### src/rtl/lms_fir_engine.sv
// Adaptive LMS FIR: serial MAC over an NTAPS-deep delay line using a-priori weights,
// updating each weight in the same pass; y_out and fir_done appear together on entering DONE.
module lms_fir_engine #(
  parameter int NTAPS = 8,
  parameter int FRAC  = 15,
  parameter int ACCW  = 40
) (
  input  logic        clk,
  input  logic        rst,
  input  logic        fir_go,
  input  logic [31:0] x_in,
  input  logic [31:0] mu_err,
  output logic        fir_done,
  output logic [15:0] y_out,
  output logic        busy
);

  localparam int IW = $clog2(NTAPS);
  localparam int SW = ACCW + 1;

  typedef enum logic [1:0] {IDLE, LOAD, MAC, DONE} state_t;

  state_t                 state;
  logic [IW-1:0]          idx;
  logic signed [ACCW-1:0] acc;
  logic signed [15:0]     xs;
  logic signed [15:0]     mus;
  logic signed [15:0]     x [NTAPS];
  logic signed [15:0]     w [NTAPS];

  function automatic logic signed [15:0] sat16(input logic signed [SW-1:0] v);
    if (v > SW'(32767))       return 16'sh7FFF;
    else if (v < -SW'(32768)) return 16'sh8000;
    else                      return v[15:0];
  endfunction

  logic signed [31:0]     mu_sh;
  logic signed [31:0]     prod;
  logic signed [31:0]     upd_prod;
  logic signed [31:0]     upd_sh;
  logic signed [32:0]     wsum;
  logic signed [ACCW-1:0] acc_nxt;
  logic signed [ACCW-1:0] acc_rnd;
  logic signed [ACCW-1:0] acc_sh;
  logic signed [15:0]     w_new;
  logic signed [15:0]     y_new;

  always_comb begin
    mu_sh    = $signed(mu_err) >>> FRAC;
    prod     = w[idx] * x[idx];
    upd_prod = mus * x[idx];
    upd_sh   = upd_prod >>> FRAC;
    wsum     = {{17{w[idx][15]}}, w[idx]} + {upd_sh[31], upd_sh};
    w_new    = sat16({{(SW-33){wsum[32]}}, wsum});
    acc_nxt  = acc + {{(ACCW-32){prod[31]}}, prod};
    // Rounding uses the sum including the last product, so y_out is ready as DONE begins.
    acc_rnd  = acc_nxt + (ACCW'(1) <<< (FRAC - 1));
    acc_sh   = acc_rnd >>> FRAC;
    y_new    = sat16({acc_sh[ACCW-1], acc_sh});
  end

  assign busy = (state != IDLE);

  always_ff @(posedge clk) begin
    if (rst) begin
      state    <= IDLE;
      idx      <= '0;
      acc      <= '0;
      xs       <= '0;
      mus      <= '0;
      y_out    <= '0;
      fir_done <= 1'b0;
      for (int i = 0; i < NTAPS; i++) begin
        x[i] <= '0;
        w[i] <= '0;
      end
    end else begin
      fir_done <= 1'b0;
      case (state)
        IDLE: if (fir_go) begin
          xs    <= sat16({{(SW-32){x_in[31]}}, x_in});
          mus   <= sat16({{(SW-32){mu_sh[31]}}, mu_sh});
          state <= LOAD;
        end
        LOAD: begin
          x[0] <= xs;
          for (int i = 1; i < NTAPS; i++) x[i] <= x[i-1];
          acc   <= '0;
          idx   <= '0;
          state <= MAC;
        end
        MAC: begin
          acc    <= acc_nxt;
          w[idx] <= w_new;
          if (idx == IW'(NTAPS - 1)) begin
            y_out    <= y_new;
            fir_done <= 1'b1;
            state    <= DONE;
          end else begin
            idx <= idx + 1'b1;
          end
        end
        DONE:    state <= IDLE;
        default: state <= IDLE;
      endcase
    end
  end

endmodule

### config.mk
export PLATFORM = sky130hd
export DESIGN_NAME = lms_fir_engine
export DESIGN_NICKNAME = d
export VERILOG_FILES = /design/src/rtl/lms_fir_engine.sv
export SDC_FILE = /design/constraint.sdc
export NUM_CORES = 2
export LEC_CHECK = 0
export CORE_UTILIZATION = 60
export CTS_BUF_LIST = sky130_fd_sc_hd__clkbuf_8 sky130_fd_sc_hd__clkbuf_16
export DETAILED_ROUTE_END_ITERATION = 6
export PLACE_DENSITY_LB_ADDON = 0.25
export RECOVER_POWER = 50
export SETUP_SLACK_MARGIN = 0.15
export SLEW_MARGIN = 20
export SYNTH_ARGS = -nofsm -noshare
export SYNTH_HDL_FRONTEND = slang
export SYNTH_SLANG_ARGS = --single-unit
### constraint.sdc
create_clock -name clk -period 29.1 [get_ports clk]
set_input_delay 4.365 -clock clk [delete_from_list [all_inputs] [get_ports clk]]
set_output_delay 4.365 -clock clk [all_outputs]
set_load 0.02 [all_outputs]
# Yosys cells after proc, flatten, opt, wreduce, memory -nomap -nowiden
# Memory sizes are Yosys's and may differ from the RTL's. A register that Yosys moved wholly into a read port is not among the register bits.
# Index checks and enable logic that the tools add are counted.
# Widths: inputs -> output; s select.
[word_totals] ff_bits=94 mem_bits_rw=256 input_bits=67 out_inout_bits=18 word_cells=86 n_memories=2
[op_classes] add_sub_neg=4 mul=2 magnitude_cmp=8 eq_ne=7 mux=38 n_bitwise=9 n_reduce_logical=9
[mem_list] memory="w" words=8 width=16 rd=1 rd_clocked_by_memory_dff=1 write_ports=8 line="29" source="logic signed [15:0] w [NTAPS];"
[mem_list] memory="x" words=8 width=16 rd=8 rd_clocked_by_memory_dff=1 write_ports=8 line="28" source="logic signed [15:0] x [NTAPS];"
[op_table] op="$mux 16" n=17
[op_table] op="$pmux 40 s2" n=1
[op_table] op="$mul 16x16->32" n=2
[op_table] op="$add 40x16->40 const B" n=1
[op_table] op="$add 40x40->40" n=1
[op_table] op="$gt 32x16->1 const B" n=1
[op_table] op="$lt 32x16->1 const B" n=1
[op_table] op="$gt 25x16->1 const B" n=1
[op_table] op="$lt 25x16->1 const B" n=1
[op_table] op="$add 16x17->18" n=1
[op_table] op="$gt 18x16->1 const B" n=1
[op_table] op="$lt 18x16->1 const B" n=1
[op_table] op="$mux 3" n=6
[op_table] op="$gt 17x16->1 const B" n=1
[op_table] op="$lt 17x16->1 const B" n=1
[op_table] op="$reduce_or 16->1" n=1
[op_table] op="$mux 1" n=10
[op_table] op="$or 1x1->1" n=8
[op_table] op="$pmux 2 s4" n=1
[op_table] op="$reduce_and 2->1" n=4
[op_table] op="$ne 2x2->1 const B" n=3
[op_table] op="$pmux 3 s2" n=1
[op_table] op="$eq 2x2->1 const B" n=2
[op_table] op="$mux 2" n=2
[op_table] op="7 further kinds" n=8

# Depth between registers and ports, before layout
[logic_depth] depth_word=6 ltp_mapped=48 ltp_nobuf=42

# Worst setup path before layout
# Ideal clock, no wire load.
[synth_timing] kind="reg2reg" start="reg (tool-made name)" end="reg y_out[13]" setup_ps=74 arrival_ps=12180 t_required_ps=29026 setup_slack_ps=16846 stages_incl_launch_ff=44 path_buffers=6 period_less_slack_ps=12254 path_cell_list="dfxtp_1 clkbuf_1 clkbuf_1 buf_1 mux4_2 mux2i_1 clkinv_1 nand2_1 fa_1 fa_1 fa_1 inv_1 fa_1 fa_1 inv_1 fa_1 inv_1 ha_1 [... 8 more ...] ha_1 buf_2 a21oi_1 nand2_1 o31ai_1 mux2i_1 a211oi_2 or4_4 buf_6 nor4_4 nand2_4 nor4b_4 nand2_1 xor2_1 o41ai_4 buf_6 a21oi_2 nor3_2"
[synth_rtl] element="end signal, assigned" line="96" source="y_out <= y_new;"
[synth_rtl] element="end, declared" line="14" source="output logic [15:0] y_out,"

==> flow_summary.ini <==
[worst_hold_path]
min_to = xs[8]$_SDFFE_PP0P_
hp-class = register to register
whs_path_depth = 2
hp-start = xs[8]$_SDFFE_PP0P_

[timing]
rsz0062_at_grt = false
slew_headroom_pct = -232
fin_ws_ps = 14970
worst_slew_pin_slew_ps = 4970
fin_crit_sh_pct = 48.6
min_period_ps = 14130
setup-violations-final = 0
setup_tns_ps = 0
drv_slew = 397
fmax_mhz = 70.8
hold_viol = 0
clock_skew_ps = 31.0

[run_status]
violations = max-capacitance violations, max-slew violations
status = finished, violations left

[setup_path]
rr_endpoint = y_out[9]$_SDFFE_PP0P_
cp_data_arrival_time_ps = 14610
crit_path_end_kind = register
cp_max_fo = 34
cp_slowest_stage_delay_ps = 950
r2r_cells = 36
r2r_slack_ps = 14970
critPathRequiredTime_ps = 29580
criticalPathCategory = register to register
worst_setup_path_start_kind = register
cpMaxStageDelayCell = o41ai_4
cp_common_cell = fa_1

[yosys]
ys_seq_elements = 353
synth_top_area_share_pct = 27.9
synth_ff_type = edfxtp_1
synthTopCellsByCount = inv_1 (604), fa_1 (525), nand2_1 (376), nor2_1 (288), edfxtp_1 (256)
synth.distinct_cells = 87
synth_warnings = 0
ys_seq_area_share_pct = 25.6
yosysMostFrequentCell = inv_1
synth_area_leader_cell = fa_1
syn_nets = 4576
synth_area_leaders = fa_1 (28%), edfxtp_1 (20%), ha_1 (7.5%)
async_reset_ff_share_pct = 0
syn_area_um2 = 37700
avgSynthCellArea_um2 = 10.0
synth_cells = 3757
synth_edf_count = 256

[global_routing]
grt-ovfl-total = 0
grt_pass1_wl_mm = 148
grt_max_degree = 97
grt_use_total_pct = 29.9
grt_pass1_vias = 28259
antenna_found_initial = 0

[clocking]
clock_sinks = 353
clockBufferDepth = 3
hold_buffers = 0
numCtsBuffers = 39
ctsRootBufferMaster = clkbuf_16
cts_resized = 0
insertion_delay_ps = 590
clk_pin_slew_ps = 60
cts.htree.levels = 2
cts_tree = done
cts_setup_buffers = 0

[drt]
post_drt_wl_per_cell_um = 19.6
drt-initial-drc-count = 2236
top_layer = met4
viasPerCell = 5.87
first_pass_iters = 6
vias = 27089
route.detailed.drc = 0
totalWireLength_mm = 90.7
routed-wl-met3_mm = 8.18
drtAntennaViolNets = 0
wl_met1_mm = 37.3
wl_met2_mm = 42.8

[cells_and_area]
n_fill_cell = 4842
multi_input_comb_area_um2 = 25200
synthToLayoutAreaGrowth_pct = 7.51
fin_nets = 4569
layout-drive-gt1-share_pct = 7.20
regArea_um2 = 9640
final_cells = 4617

[placed_design]
routabilityCongestion = 0.875
dp.cells = 4545
io_buffers = 69
place_hpwl_mm = 65.5
preCtsSetupSlack_ps = 14790

[die]
die_x_um = 253
coreArea_um2 = 61800
die_y_um = 253
ioPinCount = 85
rows = 91
start_util_pct = 60.9
die_area_um2 = 63800

[flow_run]
drv_cap = 9
routing by layer:
metal  vias up  global-route usage (%)
li1      12214                       -
met1     13644                    40.6
met2      1064                    48.5
met3       167                    6.17
met4         0                    9.02
met5         -                       0
metrics by stage:
stage | util, % | hold WS (ps) | cell area [µm²]
finish | 65.5 | 446 | 40500
global route | 65.5 | 469 | 40500
CTS | 65.5 | 451 | 40500
detailed placement | 63.3 | 442 | 39100
global placement | 63.3 | 435 | 39100
floorplan | - | 427 | 37700
critical path: cells and delay by family (launching register included):
family          cells  cell delay, ps
compound gates     10            4040
fa+ha+maj           8            3760
simple gates        8            2190
mux                 3            1540
buf+inv             5            1330
flops               1             770
xor+xnor            2             350
state kept, by name, indices dropped and copies added (netlist names), named ones only:
signal    cells
x           128
mus          16
idx           3
acc          40
xs           16
state         2
w           128
fir_done      1
y_out        16
kinds of logic after synthesis:
| logic type | share of synthesized area (%) |
|---|---|
| AND/OR/NAND/NOR | 15.0 |
| flip-flops | 25.6 |
| adder cells (fa/ha/maj) | 35.4 |
| XOR/XNOR | 2.64 |
| buffers and inverters | 7.79 |
| multiplexers | 5.30 |
| AO/OA/AOI/OAI | 8.23 |
layout by cell type (no fill, tap or decap), drive strengths merged, types with 7 or more instances in the layout:
cell and n:
inv 616, fa 525, nand2 378, nor2 288
edfxtp 256, ha 227, and2 221, o21ai 171
a21oi 141, dfxtp 97, xnor2 82, nor3 69
mux4 64, clkdlybuf4s50 51, nor2b 47, clkbuf 47
buf 44, mux2i 34, or2 32, a21o 29
xor2 29, a22oi 29, nand3 25, mux2 19
a211oi 19, nand4 18, nand2b 17, dlygate4sd3 17
nor4 17, o21a 16, clkinv 16, a211o 9
and3 9, o21bai 8, a31oi 8, and4 7
o211ai 7
worst max path at each step:
stage | to | cells after the start
6_report | y_out[9]$_SDFFE_PP0P_ | 36
5_1_grt | y_out[9]$_SDFFE_PP0P_ | 36
4_1_cts | y_out[9]$_SDFFE_PP0P_ | 36
3_5_place_dp | y_out[9]$_SDFFE_PP0P_ | 36
3_3_place_gp | y_out[9]$_SDFFE_PP0P_ | 36
2_1_floorplan | y_out[13]$_SDFFE_PP0P_ | 43
final cells by class:
class / instances / area share, %
multi-input cells: 2631 / 62.1
flip-flops and latches: 353 / 23.8
inverters: 610 / 5.65
clock buffers: 44 / 2.61
well taps: 837 / 2.59
repair buffers: 115 / 2.52
clock inverters: 26 / 0.710
diodes: 1 / 0.00618
Power is left out: the tool's default activity adds up to more than one toggle a clock period on the data nets, which glitch-free logic cannot reach.
